## src/rtl/blood_fx_pkg.sv

```systemverilog
// Shared constants and types for the blood-splatter overlay sequencer.
package blood_fx_pkg;

  localparam int unsigned SPRITE_DIM = 64;
  localparam int unsigned ADDR_W     = $clog2(SPRITE_DIM);
  localparam int unsigned COLOR_W    = 12;
  localparam int unsigned COORD_W    = 10;

  localparam logic [COLOR_W-1:0] TRANSPARENT = 12'h000;

  typedef enum logic {
    IDLE   = 1'b0,
    ACTIVE = 1'b1
  } slot_state_e;

  typedef struct packed {
    logic [COORD_W-1:0] x;
    logic [COORD_W-1:0] y;
  } pos_t;

endpackage

```

## src/rtl/blood_fx_if.sv

```systemverilog
// Shared sprite ROM read port: address out from the controller, colour back from the ROM.
interface blood_fx_if
  import blood_fx_pkg::*;
#(
  parameter int unsigned FRAME_W = 3
) ();

  logic [ADDR_W-1:0]  rom_row;
  logic [ADDR_W-1:0]  rom_col;
  logic [FRAME_W-1:0] rom_frame;
  logic [COLOR_W-1:0] rom_color;

  modport master (output rom_row, output rom_col, output rom_frame, input rom_color);
  modport slave  (input rom_row, input rom_col, input rom_frame, output rom_color);

endinterface

```

## src/rtl/blood_fx_slot.sv

```systemverilog
// One per-player effect slot: hit capture, frame sequencing on the 60 Hz tick, and box hit test.
module blood_fx_slot
  import blood_fx_pkg::*;
#(
  parameter int unsigned NUM_FRAMES = 8,
  parameter int unsigned FRAME_HOLD = 4,
  parameter int unsigned FRAME_W    = 3
) (
  input  logic               clk,
  input  logic               reset_n,
  input  logic               tick_60hz,
  input  logic               hit,
  input  pos_t               hit_pos,
  input  logic               video_on,
  input  logic [COORD_W-1:0] pixel_x,
  input  logic [COORD_W-1:0] pixel_y,
  output logic               busy,
  output logic               in_box_c,
  output logic [ADDR_W-1:0]  row_c,
  output logic [ADDR_W-1:0]  col_c,
  output logic [FRAME_W-1:0] frame,
  output logic               started_c
);

  localparam int unsigned HOLD_W = (FRAME_HOLD > 1) ? $clog2(FRAME_HOLD) : 1;
  localparam logic [FRAME_W-1:0] FRAME_LAST = FRAME_W'(NUM_FRAMES - 1);
  localparam logic [HOLD_W-1:0]  HOLD_LAST  = HOLD_W'(FRAME_HOLD - 1);

  slot_state_e        state_q, state_d;
  logic               pending_q, pending_d;
  pos_t               pend_pos_q, pend_pos_d;
  pos_t               pos_q, pos_d;
  logic [FRAME_W-1:0] frame_q, frame_d;
  logic [HOLD_W-1:0]  hold_q, hold_d;
  logic [COORD_W-1:0] dx, dy;

  always_ff @(posedge clk) begin
    if (!reset_n) begin
      state_q    <= IDLE;
      pending_q  <= 1'b0;
      pend_pos_q <= '0;
      pos_q      <= '0;
      frame_q    <= '0;
      hold_q     <= '0;
    end else begin
      state_q    <= state_d;
      pending_q  <= pending_d;
      pend_pos_q <= pend_pos_d;
      pos_q      <= pos_d;
      frame_q    <= frame_d;
      hold_q     <= hold_d;
    end
  end

  // A hit coinciding with the tick is taken directly, bypassing the pending register.
  always_comb begin
    state_d    = state_q;
    pending_d  = pending_q;
    pend_pos_d = pend_pos_q;
    pos_d      = pos_q;
    frame_d    = frame_q;
    hold_d     = hold_q;
    started_c  = 1'b0;

    if (hit) begin
      pending_d  = 1'b1;
      pend_pos_d = hit_pos;
    end

    if (tick_60hz) begin
      pending_d = 1'b0;
      if (pending_q || hit) begin
        started_c = 1'b1;
        state_d   = ACTIVE;
        pos_d     = hit ? hit_pos : pend_pos_q;
        frame_d   = '0;
        hold_d    = '0;
      end else if (state_q == ACTIVE) begin
        if (hold_q == HOLD_LAST) begin
          hold_d = '0;
          if (frame_q == FRAME_LAST) begin
            state_d = IDLE;
            frame_d = '0;
          end else begin
            frame_d = frame_q + FRAME_W'(1);
          end
        end else begin
          hold_d = hold_q + HOLD_W'(1);
        end
      end
    end
  end

  // Unsigned wrap makes pixels left of / above the box fall outside it.
  assign dx        = pixel_x - pos_q.x;
  assign dy        = pixel_y - pos_q.y;
  assign busy      = (state_q == ACTIVE);
  assign in_box_c  = busy && video_on
                     && (dx[COORD_W-1:ADDR_W] == '0) && (dy[COORD_W-1:ADDR_W] == '0);
  assign row_c     = dy[ADDR_W-1:0];
  assign col_c     = dx[ADDR_W-1:0];
  assign frame     = frame_q;

endmodule

```

## src/rtl/blood_fx_controller.sv

```systemverilog
// Two-player blood-splatter overlay: arbitrates the shared sprite ROM port and aligns the
// overlay pixel to the ROM's one-cycle read latency.
module blood_fx_controller
  import blood_fx_pkg::*;
#(
  parameter int unsigned NUM_FRAMES = 8,
  parameter int unsigned FRAME_HOLD = 4,
  parameter int unsigned FRAME_W    = 3
) (
  input  logic               clk,
  input  logic               reset_n,
  input  logic               tick_60hz,
  input  logic               hit_p1,
  input  logic [COORD_W-1:0] hit_x_p1,
  input  logic [COORD_W-1:0] hit_y_p1,
  input  logic               hit_p2,
  input  logic [COORD_W-1:0] hit_x_p2,
  input  logic [COORD_W-1:0] hit_y_p2,
  input  logic               video_on,
  input  logic [COORD_W-1:0] pixel_x,
  input  logic [COORD_W-1:0] pixel_y,
  blood_fx_if.master         rom,
  output logic               blood_on,
  output logic [COLOR_W-1:0] blood_rgb,
  output logic               busy_p1,
  output logic               busy_p2
);

  pos_t               hit_pos_p1, hit_pos_p2;
  logic               in1, in2, st1, st2, sel_p2;
  logic [ADDR_W-1:0]  row1, row2, col1, col2;
  logic [FRAME_W-1:0] frame1, frame2;
  logic               last_p2_q;
  logic               sel_d1;

  assign hit_pos_p1 = '{x: hit_x_p1, y: hit_y_p1};
  assign hit_pos_p2 = '{x: hit_x_p2, y: hit_y_p2};

  blood_fx_slot #(
    .NUM_FRAMES (NUM_FRAMES),
    .FRAME_HOLD (FRAME_HOLD),
    .FRAME_W    (FRAME_W)
  ) u_slot_p1 (
    .clk       (clk),
    .reset_n   (reset_n),
    .tick_60hz (tick_60hz),
    .hit       (hit_p1),
    .hit_pos   (hit_pos_p1),
    .video_on  (video_on),
    .pixel_x   (pixel_x),
    .pixel_y   (pixel_y),
    .busy      (busy_p1),
    .in_box_c  (in1),
    .row_c     (row1),
    .col_c     (col1),
    .frame     (frame1),
    .started_c (st1)
  );

  blood_fx_slot #(
    .NUM_FRAMES (NUM_FRAMES),
    .FRAME_HOLD (FRAME_HOLD),
    .FRAME_W    (FRAME_W)
  ) u_slot_p2 (
    .clk       (clk),
    .reset_n   (reset_n),
    .tick_60hz (tick_60hz),
    .hit       (hit_p2),
    .hit_pos   (hit_pos_p2),
    .video_on  (video_on),
    .pixel_x   (pixel_x),
    .pixel_y   (pixel_y),
    .busy      (busy_p2),
    .in_box_c  (in2),
    .row_c     (row2),
    .col_c     (col2),
    .frame     (frame2),
    .started_c (st2)
  );

  // Player 1 takes simultaneous starts, so it only yields when player 2 started alone later.
  always_ff @(posedge clk) begin
    if (!reset_n) begin
      last_p2_q <= 1'b0;
      sel_d1    <= 1'b0;
    end else begin
      sel_d1 <= in1 | in2;
      if (st1) begin
        last_p2_q <= 1'b0;
      end else if (st2) begin
        last_p2_q <= 1'b1;
      end
    end
  end

  assign sel_p2 = in2 && (!in1 || last_p2_q);

  always_comb begin
    rom.rom_row   = '0;
    rom.rom_col   = '0;
    rom.rom_frame = '0;
    if (sel_p2) begin
      rom.rom_row   = row2;
      rom.rom_col   = col2;
      rom.rom_frame = frame2;
    end else if (in1) begin
      rom.rom_row   = row1;
      rom.rom_col   = col1;
      rom.rom_frame = frame1;
    end
  end

  assign blood_on  = sel_d1 && (rom.rom_color != TRANSPARENT);
  assign blood_rgb = blood_on ? rom.rom_color : '0;

endmodule

```

## src/flat_wrapper.sv

```systemverilog
// flat-port wrapper written by rule: the top's interface ports become plain ports
module blood_fx_controller_flat import blood_fx_pkg::*;
#(
  parameter int unsigned NUM_FRAMES = 8,
  parameter int unsigned FRAME_HOLD = 4,
  parameter int unsigned FRAME_W    = 3
)
  (clk, reset_n, tick_60hz, hit_p1, hit_x_p1, hit_y_p1, hit_p2, hit_x_p2, hit_y_p2, video_on, pixel_x, pixel_y, blood_on, blood_rgb, busy_p1, busy_p2, rom_rom_row, rom_rom_col, rom_rom_frame, rom_rom_color);
  blood_fx_if #(.FRAME_W(FRAME_W)) rom_i ();
  input  logic clk;
  input  logic reset_n;
  input  logic tick_60hz;
  input  logic hit_p1;
  input  logic [COORD_W-1:0] hit_x_p1;
  input  logic [COORD_W-1:0] hit_y_p1;
  input  logic hit_p2;
  input  logic [COORD_W-1:0] hit_x_p2;
  input  logic [COORD_W-1:0] hit_y_p2;
  input  logic video_on;
  input  logic [COORD_W-1:0] pixel_x;
  input  logic [COORD_W-1:0] pixel_y;
  output logic blood_on;
  output logic [COLOR_W-1:0] blood_rgb;
  output logic busy_p1;
  output logic busy_p2;
  output wire logic [$bits(rom_i.rom_row)-1:0] rom_rom_row;
  output wire logic [$bits(rom_i.rom_col)-1:0] rom_rom_col;
  output wire logic [$bits(rom_i.rom_frame)-1:0] rom_rom_frame;
  input wire logic [$bits(rom_i.rom_color)-1:0] rom_rom_color;
  assign rom_rom_row = rom_i.rom_row;
  assign rom_rom_col = rom_i.rom_col;
  assign rom_rom_frame = rom_i.rom_frame;
  assign rom_i.rom_color = rom_rom_color;
  blood_fx_controller #(.NUM_FRAMES(NUM_FRAMES), .FRAME_HOLD(FRAME_HOLD), .FRAME_W(FRAME_W)) u_core (.clk(clk), .reset_n(reset_n), .tick_60hz(tick_60hz), .hit_p1(hit_p1), .hit_x_p1(hit_x_p1), .hit_y_p1(hit_y_p1), .hit_p2(hit_p2), .hit_x_p2(hit_x_p2), .hit_y_p2(hit_y_p2), .video_on(video_on), .pixel_x(pixel_x), .pixel_y(pixel_y), .rom(rom_i), .blood_on(blood_on), .blood_rgb(blood_rgb), .busy_p1(busy_p1), .busy_p2(busy_p2));
endmodule
```

## config.mk

```make
export PLATFORM = sky130hd
export DESIGN_NAME = blood_fx_controller_flat
export DESIGN_NICKNAME = d
export VERILOG_FILES = /design/src/rtl/blood_fx_pkg.sv /design/src/rtl/blood_fx_if.sv /design/src/rtl/blood_fx_slot.sv /design/src/rtl/blood_fx_controller.sv /design/src/flat_wrapper.sv
export SDC_FILE = /design/constraint.sdc
export NUM_CORES = 1
export LEC_CHECK = 0
export CORE_MARGIN = 4
export CORE_UTILIZATION = 25
export CTS_CLUSTER_DIAMETER = 80
export DETAILED_ROUTE_END_ITERATION = 10
export GPL_TIMING_DRIVEN = 1
export MAX_ROUTING_LAYER = met4
export PLACE_DENSITY = 0.52
export RECOVER_POWER = 25
export SYNTH_ARGS = -nofsm -noshare
export SYNTH_HDL_FRONTEND = slang
export SYNTH_HIERARCHICAL = 1
export SYNTH_SLANG_ARGS = --single-unit
```

## constraint.sdc

```tcl
create_clock -name clk -period 4.76 [get_ports clk]
set_input_delay 0.714 -clock clk [delete_from_list [all_inputs] [get_ports clk]]
set_output_delay 0.714 -clock clk [all_outputs]
set_load 0.03 [all_outputs]
```

==> qor.yml <==
outcome:
  status: "finished with violations"
  failed_checks: "capacitance limit, slew limit"
cts:
  insertion_delay_ps: 350
  cts.htree.levels: 3
  cts_buffer_depth: 2
  path_clk_slew_ps: 60
  cts_buffers: 9
  cts-root-buf: "clkbuf_16"
  cts_tree: "yes"
  clock-sinks: 96
detailed_routing:
  first_pass_iters: 4
  routed_via_density: 4.52
  routed_wl_mm: 15.1
  wl_per_cell_um: 14.4
  detail-route-antenna-nets: 0
  drc: 0
  drtIter0Drc: 192
  via_count: 4743
sta:
  worst_slack_ps: 159
  rsz0062_at_grt: "no"
  hold_ws_ps: 468
  slew_headroom_pct: -10.2
  slew_violations: 49
  post-route-min-period_ps: 4600
  hold_viol_final: 0
  fin_worst_skew_ps: 4.45
  final-setup-viol-count: 0
  min_period_over_period_pct: 96.7
  tightest_slew_ps: 1650
  fmax_mhz: 217
setup_path:
  path_cells: "clkdlybuf4s50_1 -> ha_1 -> a21oi_1 -> nor2_1 -> a311oi_2 -> nor3_2 -> a311oi_2 -> nand4_1 -> nor4_4 -> inv_2 -> o21ai_4 -> buf_12 -> mux2i_4 -> buf_6 -> buf_12"
  cp_max_fo: 8
  cp_data_arrival_time_ps: 3890
  setup.worst_path.class: "in -> out"
  cpMaxStageDelayCell: "clkdlybuf4s50_1"
  worstSetupEndpointType: "output port"
  max_stage_delay_ps: 450
  critPathTopFamily: "compound AO/OA/AOI/OAI gates"
  required_ps: 4050
  path_buf_inv: 5
  crit_path_start_kind: "primary input"
synthesis:
  seq_area_frac_synth_pct: 33.3
  synth-simple-area-share_pct: 17.7
  synth_top_cell_area_share_pct: 33.3
  synthTopCellsByArea: "dfxtp_1, mux2i_1, ha_1"
  async_reset_ff_share_pct: 0
  synth-xor-area-share_pct: 4.10
  syn_inst: 655
  synth.most_common_cell: "dfxtp_1"
  post_synth_fa_ha_maj_area_fraction_pct: 10.5
  netlist_area_um2: 5770
  synth-compound-area-share_pct: 17.3
  ys.flop_type: "dfxtp_1"
  avgSynthCellArea_um2: 8.81
  synth_cell_types: 54
  ys_warn_count: 6
  yosysTopAreaCell: "dfxtp_1"
  synth_mux_area_share_pct: 10.1
  ys_top_cells_by_count: "dfxtp_1, nand2_1, inv_1, mux2i_1, nor2b_1"
  synth_fp_nets: 779
  synth_top_family_by_area: "simple AND/OR/NAND/NOR gates"
  synth_enable_flop_cells: 0
  synth.ff_latch_count: 96
place:
  pre_cts_slack_ps: -211
  gp_congestion: 0.828
  hpwl_mm: 11.5
  portBuffers: 107
power:
  p_per_area_nw_per_um2: 276
  power_mw: 2.12
  p_leak_nw: 3.56
  peakVddDrop_mv: 0.173
cells_and_area:
  fin_nets: 882
  post-route-util_pct: 33.9
  drive_above_1_share_pct: 9.57
  nFillCells: 2366
  area_delta_synth_final_pct: 33.1
floorplan:
  rows: 55
  fp.dieArea_um2: 25600
  io-pin-count: 108
  design.core.area_um2: 22600
  fp.dieW_um: 160
  start_util_pct: 25.5
  die_y_um: 160
global_route:
  antenna_found_initial: 1
  overflow: 0
  grt_pass1_vias: 4712
  grt_usage_pct: 12.2
  grt_pass1_wl_mm: 24.5
  grt_max_degree: 59
hold_path:
  min_path_type: "reg -> reg"
flow_run:
  maxCapViolations: 2
power by group:
part / switching [mW] / leakage, nW / internal [mW]
clock: 0.308 / 0.152 / 0.419
combinational: 0.271 / 2.61 / 0.247
sequential: 0.0234 / 0.791 / 0.853
total: 0.603 / 3.56 / 1.52
per-layer routing:
metal,GRT usage (%),up-vias,routed length (um)
met1,16.4,2157,7370
met4,3.17,0,206
met5,-,-,0
li1,-,2456,-
met2,18.1,115,6540
met3,3.41,15,949
final timing paths:
check | startpoint | to | slack [ps] | cells after the start
worst min-delay path | u_core/u_slot_p2/hold_q[1]$_SDFFE_PN0P_ | u_core/u_slot_p2/hold_q[1]$_SDFFE_PN0P_ | 470 | 2
worst max register to register | u_core/u_slot_p1/pos_q[10]$_SDFFE_PN0P_ | u_core/sel_d1$_SDFF_PN0_ | 1860 | 12
worst max-delay path | pixel_x[4] | rom_rom_row[1] | 160 | 15
worst min register to register | u_core/u_slot_p2/hold_q[1]$_SDFFE_PN0P_ | u_core/u_slot_p2/hold_q[1]$_SDFFE_PN0P_ | 470 | 2
tightest hold or removal path, delay by kind of cell, from the launching register on:
family | cells | cell delay [ps]
DFF | 1 | 310
AOI/OAI and AO/OA | 1 | 60
and+or+nand+nor | 1 | 50
state kept, by name, indices dropped and copies added, names as in the netlist, 2 cells and up:
| register | cells |
|---|---|
| u_core/u_slot_p2/hold_q | 2 |
| u_core/u_slot_p2/frame | 3 |
| u_core/u_slot_p2/pos_q | 20 |
| u_core/u_slot_p1/pend_pos_q | 20 |
| u_core/u_slot_p1/hold_q | 2 |
| u_core/u_slot_p1/pos_q | 20 |
| u_core/u_slot_p1/frame | 3 |
| u_core/u_slot_p2/pend_pos_q | 20 |
logic make-up (layout without fill, tap and decap cells):
kind of cell,count (synthesis),count (layout)
mux,58,58
other cells,0,1
compound gates,124,124
flops,96,96
buf+inv,102,210
simple gates,202,202
xor+xnor,27,27
fa+ha+maj,46,46
cell type report:
type	count	area [um2]	area share, %
well taps	285	357	4.64
diodes	1	2.50	0.0326
inverters	72	270	3.52
repair buffers	122	1280	16.6
clock buffers	10	239	3.11
clock inverters	6	58.8	0.766
multi-input cells	457	3550	46.3
flip-flops and latches	96	1920	25.0
per-stage QoR:
step,cell area [um2],instances,TNS [ps]
3_3_place_gp,7240,1029,-193
6_report,7680,1049,0
4_1_cts,7590,1046,-1.56
5_1_grt,7680,1049,0
2_1_floorplan,5770,655,0
3_5_place_dp,7240,1029,-1710
layout by cell type, fill, tap and decap left out, types with 10 or more instances in the layout:
cell type	n
xnor2_1	16
ha_1	40
a21oi_1	20
clkdlybuf4s50_1	85
and2_1	14
dfxtp_1	96
o211a_1	40
buf_12	10
nand2_1	83
o21ai_0	11
xor2_1	11
inv_1	71
nor2_1	15
nor2b_1	53
buf_4	16
mux2i_1	51
timing repair:
| item | CTS | global route |
|---|---|---|
| resized for setup | 8 | 21 |
| pin swaps | 4 | 13 |
| endpoints found under the setup margin | 15 | 15 |
| hold buffers | 0 | 0 |
| buffers inserted | 1 | 2 |
Power figures use the tool's default switching activity.
